==> src/rtl/skdecode_unpack_buffer.sv <==
// Secret-key unpack buffer: turns a 32-bit LSB-first word stream into S1/S2 (24-bit) and T0 (52-bit) chunks.
// Optional protocol checker enabled by defining SKDEC_UNPACK_PROTO_CHK_EN.
module skdecode_unpack_buffer #(
    parameter int L = 7,
    parameter int K = 8
) (
    input  logic        clk,
    input  logic        reset_n,
    input  logic        zeroize,
    input  logic        start,
    input  logic        src_valid,
    input  logic [31:0] src_data,
    output logic        src_ready,
    output logic        dout_valid,
    output logic [51:0] dout_data,
    input  logic        dout_ready,
    output logic [1:0]  dout_mode,
    output logic        done,
    output logic        error
);

    // State encoding doubles as dout_mode.
    typedef enum logic [1:0] {
        ST_IDLE = 2'd0,
        ST_S1   = 2'd1,
        ST_S2   = 2'd2,
        ST_T0   = 2'd3
    } state_t;

    localparam int CNT_W = $clog2(K * 64 + 1);
    localparam logic [CNT_W-1:0] S1_LAST = CNT_W'(L * 32 - 1);
    localparam logic [CNT_W-1:0] S2_LAST = CNT_W'(K * 32 - 1);
    localparam logic [CNT_W-1:0] T0_LAST = CNT_W'(K * 64 - 1);

    state_t           state_q, state_d;
    logic [CNT_W-1:0] cnt_q, cnt_d;
    logic [95:0]      buf_q, buf_d;
    logic [6:0]       occ_q, occ_d;

    logic             active, is_t0, chunk_rdy, src_acc, dout_hs, last_chunk;
    logic [6:0]       width, occ_sh;
    logic [95:0]      buf_sh;
    logic [CNT_W-1:0] last_cnt;

    always_comb begin
        active     = (state_q != ST_IDLE);
        is_t0      = (state_q == ST_T0);
        width      = is_t0 ? 7'd52 : 7'd24;
        chunk_rdy  = active && (occ_q >= width);
        src_ready  = active && (occ_q <= 7'd64);
        src_acc    = src_valid && src_ready;
        dout_hs    = chunk_rdy && dout_ready;
        case (state_q)
            ST_S1:   last_cnt = S1_LAST;
            ST_S2:   last_cnt = S2_LAST;
            default: last_cnt = T0_LAST;
        endcase
        last_chunk = (cnt_q == last_cnt);
    end

    // Consume first, then append the new word right above what remains, so a
    // simultaneous accept on both sides lands at (occupancy - width).
    always_comb begin
        buf_sh = buf_q;
        occ_sh = occ_q;
        if (dout_hs) begin
            buf_sh = is_t0 ? (buf_q >> 52) : (buf_q >> 24);
            occ_sh = occ_q - width;
        end
        buf_d = buf_sh;
        occ_d = occ_sh;
        if (src_acc) begin
            buf_d = buf_sh | ({64'd0, src_data} << occ_sh);
            occ_d = occ_sh + 7'd32;
        end

        state_d = state_q;
        cnt_d   = cnt_q;
        if (state_q == ST_IDLE) begin
            if (start) begin
                state_d = ST_S1;
                cnt_d   = '0;
            end
        end else if (dout_hs) begin
            if (last_chunk) begin
                cnt_d = '0;
                case (state_q)
                    ST_S1:   state_d = ST_S2;
                    ST_S2:   state_d = ST_T0;
                    default: state_d = ST_IDLE;
                endcase
            end else begin
                cnt_d = cnt_q + 1'b1;
            end
        end

        if (zeroize) begin
            state_d = ST_IDLE;
            cnt_d   = '0;
            buf_d   = '0;
            occ_d   = '0;
        end
    end

    always_ff @(posedge clk or negedge reset_n) begin
        if (!reset_n) begin
            state_q <= ST_IDLE;
            cnt_q   <= '0;
            buf_q   <= '0;
            occ_q   <= '0;
        end else begin
            state_q <= state_d;
            cnt_q   <= cnt_d;
            buf_q   <= buf_d;
            occ_q   <= occ_d;
        end
    end

    // Bits above occupancy are always zero, so the chunk view needs no masking.
    assign dout_valid = chunk_rdy;
    assign dout_data  = is_t0 ? buf_q[51:0] : {28'd0, buf_q[23:0]};
    assign dout_mode  = state_q;
    assign done       = is_t0 && dout_hs && last_chunk && !zeroize;

`ifdef SKDEC_UNPACK_PROTO_CHK_EN
    logic err_q, err_d;

    always_comb begin
        err_d = ((state_q == ST_IDLE) && src_valid) || ((state_q != ST_IDLE) && start);
        if (zeroize) err_d = 1'b0;
    end

    always_ff @(posedge clk or negedge reset_n) begin
        if (!reset_n) err_q <= 1'b0;
        else          err_q <= err_d;
    end

    assign error = err_q;
`else
    assign error = 1'b0;
`endif

endmodule
==> config.mk <==
export PLATFORM = sky130hd
export DESIGN_NAME = skdecode_unpack_buffer
export DESIGN_NICKNAME = d
export VERILOG_FILES = /design/src/rtl/skdecode_unpack_buffer.sv
export SDC_FILE = /design/constraint.sdc
export NUM_CORES = 1
export LEC_CHECK = 0
export ABC_AREA = 1
export BUFFER_PORTS_ARGS = -buffer_cell sky130_fd_sc_hd__buf_2
export CAP_MARGIN = 20
export CORE_MARGIN = 2
export CORE_UTILIZATION = 40
export CTS_CLUSTER_DIAMETER = 150
export CTS_CLUSTER_SIZE = 25
export DETAILED_ROUTE_END_ITERATION = 10
export GPL_TIMING_DRIVEN = 0
export SETUP_SLACK_MARGIN = 0.02
export SLEW_MARGIN = 40
export SYNTH_ARGS = -nofsm -noshare
export SYNTH_HDL_FRONTEND = slang
export SYNTH_SLANG_ARGS = --single-unit
export TNS_END_PERCENT = 100
==> constraint.sdc <==
create_clock -name clk -period 8.5 [get_ports clk]
set_clock_uncertainty 0.1 [all_clocks]
set_input_delay 1.275 -clock clk [delete_from_list [all_inputs] [get_ports clk]]
set_output_delay 1.275 -clock clk [all_outputs]
set_load 0.05 [all_outputs]
After elaboration in Yosys (flattened, before gate mapping)
Index checks and enable logic that the tools add are counted.
Storage, ports and cells
  register bits after elaboration: 115
  input bits: 38
  output and inout bits: 58
  logic and storage cells: 51
Operators by class
  $add $sub $neg: 3
  $lt $le $gt $ge: 2
  equality and inequality tests: 5
  shifts and indexed selects: 1
  muxes and demuxes: 21
  bitwise logic cells: 1
  reductions and logical operators: 14
Operators by type and width (count)
  $mux 96: 3
  $or 96x96->96: 1
  $shl 32x7->96: 1
  $mux 72: 1
  $mux 52: 1
  $mux 10: 5
  $mux 7: 3
  $pmux 9 s2: 1
  $add 10x1->10 const B: 1
  $eq 10x10->1: 1
  $mux 2: 5
  $add 7x6->7 const B: 1
  $ge 7x6->1: 1
  $le 7x7->1 const B: 1
  $logic_and 1x1->1: 7
  $sub 7x6->7: 1
  $mux 6: 1
  $reduce_bool 3->1: 2
  $eq 2x2->1 const B: 2
  $pmux 2 s2: 1
  $ne 3x3->1 const B: 1
  $reduce_and 3->1: 1
  $eq 2x1->1 const B: 1
  $logic_not 2->1: 1
  3 further kinds: 3

Logic depth before layout (Yosys ltp)
  depth in word-level cells: 10
  gate-level depth with buffers: 24
  gate-level depth less buffers: 19

Least setup slack after synthesis
OpenSTA, ideal clock, no wires.
  path type: register to output
  start: register state_q[0] (netlist: dout_mode[0])
  end: output done
  arrival: 3116 ps
  required time: 7125 ps
  setup slack: 4009 ps
  stages on the path, launching flop included: 14
  buffers on the path: 4
  cells stage by stage: dfrtp_1 ha_1 buf_6 inv_2 clkbuf_1 clkbuf_1 ha_1 inv_1 nor2_1 nand4_1 nand2_1 nand3_2 buf_6 nor2_1
Between the ends
  longest elaborated chain between the ends: 8
  elaborated cells on any way between the ends: 13
  classes of those cells: 1 x order compare; 4 x eq/ne; 2 x mux; 6 x reduce/logical
Ends and longest elaborated chain
  start, declared: line 35  | state_t state_q, state_d;
  start signal, assigned: line 112  | state_q <= state_d;
  $eq 2x2->1: line 47  | is_t0 = (state_q == ST_T0);
  $mux 6: line 48  | width = is_t0 ? 7'd52 : 7'd24;
  $ge 7x6->1: line 49  | chunk_rdy = active && (occ_q >= width);
  $logic_and 1x1->1: line 49
  $logic_and 1x1->1: line 52  | dout_hs = chunk_rdy && dout_ready;
  $logic_and 1x1->1: line 123  | assign done = is_t0 && dout_hs && last_chunk && !zeroize;
  $logic_and 1x1->1 * (2 in series): line 123
  end, declared: line 18  | output logic done,
Mark *: on every way between the ends. The rest lies on a longest branch, timed or not.

Final worst setup path
Same ends and word-level chain as after synthesis.

==> flow_summary_export.csv <==
group,metric,value,unit
global_routing,antenna_found_initial,1,
pwr,p_switching,2070,µW
sta,slew_headroom,46.6,%
sta,final.setup.tns,0,ps
yosys,syn-instance-count,1289,
yosys,synth_flop_cell,"dfrtp_1",
final_layout,layout.cells.most_common,"nand2_1",
yosys,synth-seq-area-share,33.6,%
pwr,p_leak,0.00491,µW
place,dp_cells,1659,
final_layout,layout_common_cells,"nand2_1 (310), nand3_1 (185), o21ai_0 (158), inv_1 (131), buf_2 (117)",
final_layout,layout.cells.non_filler,1691,
sta,hold_viol_final,0,
setup_path,cp-end-kind,"primary output",
pwr,internal-power,1730,µW
final_layout,fillers,2268,
yosys,synth_area,8400,µm²
sta,rsz0062_at_grt,"no",
floorplanning,dieArea,22200,µm²
global_routing,grt_pass1_vias,8981,
drt,drt-pass1-iter-count,6,
yosys,synth_fp_nets,1335,
sta,fmax,192,MHz
cts,ctsHoldBuffers,0,
final_layout,drive_gt1_share,15.0,%
yosys,ys_warn_count,0,
run_status,status,"complete, no violations",
cts,ctsResizeCount,0,
yosys,synth_cell_types,37,
final_layout,diodes,0,
floorplanning,coreArea,20800,µm²
drt,vias,9618,
pwr,p_seq_share,21.5,%
floorplanning,die_x,149,µm
cts,cts_tree,"done",
cts,cts_setup_buffers,0,
floorplanning,std_cell_rows,53,
global_routing,grt_pass1_wl,57.0,mm
drt,via_per_inst,5.69,
floorplanning,start_util,40.4,%
setup_path,worst_setup_path_start_kind,"flip-flop",
flow_run,maxCapViolCount,0,
sta,period_share,61.2,%
pwr,vdd_drop_max,0.000191,V
global_routing,grt_max_degree,59,
setup_path,critPathArrivalTime,3830,ps
sta,slew_viol_final,0,
floorplanning,fp.dieH,149,µm
drt,drt_wl_total,38.5,mm
drt,antenna_left,0,
cts,cts-htree-levels,4,
global_routing,overflow,0,
setup_path,critPathKind,"reg -> out",
yosys,ys_ff_latch,113,
drt,drt_iter0_drc,819,
cts,clock_latency,440,ps
final_layout,area_growth,17.3,%
sta,post-route-min-period,5200,ps
drt,drcViolationCount,0,
setup_path,path_max_fanout,10,
drt,wl_per_cell,22.7,µm
pwr,swShare,54.5,%
cts,cts_num_sinks,113,
floorplanning,io_pins,96,
yosys,synth_async_sr_flop_share,100,%
yosys,syn_area_per_cell,6.52,µm²
pwr,p_comb_share,58.5,%
final_layout,nets,1449,
cts,clock_path_buffers,2,
place,io_buffers,94,
cts,cts_buffers,17,
sta,setup_viol,0,
cts,path_clk_slew,60,ps
sta,worstMarginPinSlew,795,ps
global_routing,grt_usage,35.2,%
pwr,clockPowerShare,20.0,%
place,gp_congestion,1.01,
pwr,powerDensity,385,nW/µm²
place,hpwl,30.2,mm
yosys,synth_edf_count,0,
hold_path,hold_class,"reg -> reg",
setup_path,crit_required,7120,ps
cts,clock-root-buffer,"clkbuf_16",
==> per-stage QoR <==
| stage | utilization, % | total power (µW) | area, µm² | hold WS (ps) | setup slack [ps] |
|---|---|---|---|---|---|
| CTS | 47.4 | 3730 | 9860 | 382 | 3310 |
| detailed placement | 44.5 | 2970 | 9260 | 367 | 3580 |
| floorplan | - | 2220 | 8400 | 349 | 4010 |
| finish | 47.4 | 3800 | 9860 | 379 | 3300 |
| global route | 47.4 | 3990 | 9860 | 414 | 3120 |
| global placement | 44.3 | 2980 | 9220 | 370 | 3620 |
==> final cells by class <==
type                    instances  area [µm²]  area share, %
multi-input cells             925        4450           45.1
clock inverters                15         178           1.80
flip-flops and latches        113        2830           28.7
well taps                     275         344           3.49
repair buffers                 95         508           5.15
clock buffers                  17         425           4.31
plain buffers                 113         608           6.17
inverters                     138         518           5.25
==> power by group through the flow <==
stage               clock network (µW)  logic, µW  registers (µW)
finish                             759       2220             817
floorplan                            0       1430             789
global route                       778       2380             835
global placement                     0       2150             824
CTS                                756       2160             815
detailed placement                   0       2150             823
==> worst max-delay path, cell delays in order (launching register included) <==
cell      delay, ps
dfrtp_1         430
ha_1            230
buf_6           150
inv_2           110
clkbuf_1        460
clkbuf_1        620
ha_1            400
inv_1            70
nor2_1           40
a21oi_1         180
nand2_1         130
nand3_2         110
buf_6           180
nor2_1           60
buf_2           210
==> cell families after synthesis <==
| family | synth area share [%] |
|---|---|
| DFF | 33.6 |
| buffers and inverters | 13.4 |
| AOI/OAI and AO/OA | 18.8 |
| xor gates and xnor gates | 0.849 |
| other | 0.0446 |
| adders and majority gates | 1.19 |
| and+or+nand+nor | 32.1 |
==> worst paths after layout <==
| path | cells after the start | endpoint | slack (ps) | start |
|---|---|---|---|---|
| max | 14 | done | 3300 | dout_mode[0]$_DFFE_PN0P_ |
| min | 2 | buf_q[73]$_DFF_PN0_ | 380 | buf_q[73]$_DFF_PN0_ |
| max reg2reg | 19 | buf_q[29]$_DFF_PN0_ | 3480 | dout_mode[0]$_DFFE_PN0P_ |
| min reg2reg | 2 | buf_q[73]$_DFF_PN0_ | 380 | buf_q[73]$_DFF_PN0_ |
| max in group asynchronous | 2 | cnt_q[0]$_DFFE_PN0P_ | 6950 | reset_n |
| min in group asynchronous | 1 | buf_q[10]$_DFF_PN0_ | 660 | reset_n |
==> Yosys cell counts (2+ instances only) <==
cell        n  area [µm²]
a21oi_1    81         405
a31oi_1    11        68.8
and2_1      4        25.0
buf_1       2        7.51
buf_2      24         120
buf_4      35         263
buf_6       3        33.8
clkbuf_1   49         184
dfrtp_1   113        2830
ha_1        8         100
inv_1     131         492
inv_2       6        22.5
nand2_1   310        1160
nand2_2     5        31.3
nand3_1   185         926
nand4_1    19         119
nor2_1     76         285
nor2_2      2        12.5
nor2_8      2        40.0
nor3_1     10        50.1
nor4_1      3        18.8
o211ai_1   27         203
o21ai_0   158         791
o21ai_1     7        35.0
o21ai_2     2        17.5
o21ai_4     2        32.5
xnor2_1     2        17.5
xor2_1      3        26.3
==> sequential cells by signal, indices dropped and copies added (netlist names) <==
name	flops
dout_mode	2
cnt_q	10
occ_q	5
buf_q	96
==> per-layer routing <==
layer  wire length, µm  vias to the layer above  GRT usage (%)
met5                13                        -              0
met4              1740                        2           15.6
met3              3170                       89           6.21
met2             17000                      518           54.0
met1             16600                     4551           48.7
li1                  -                     4458              -
Note: power is estimated with default switching activity, not from simulation.
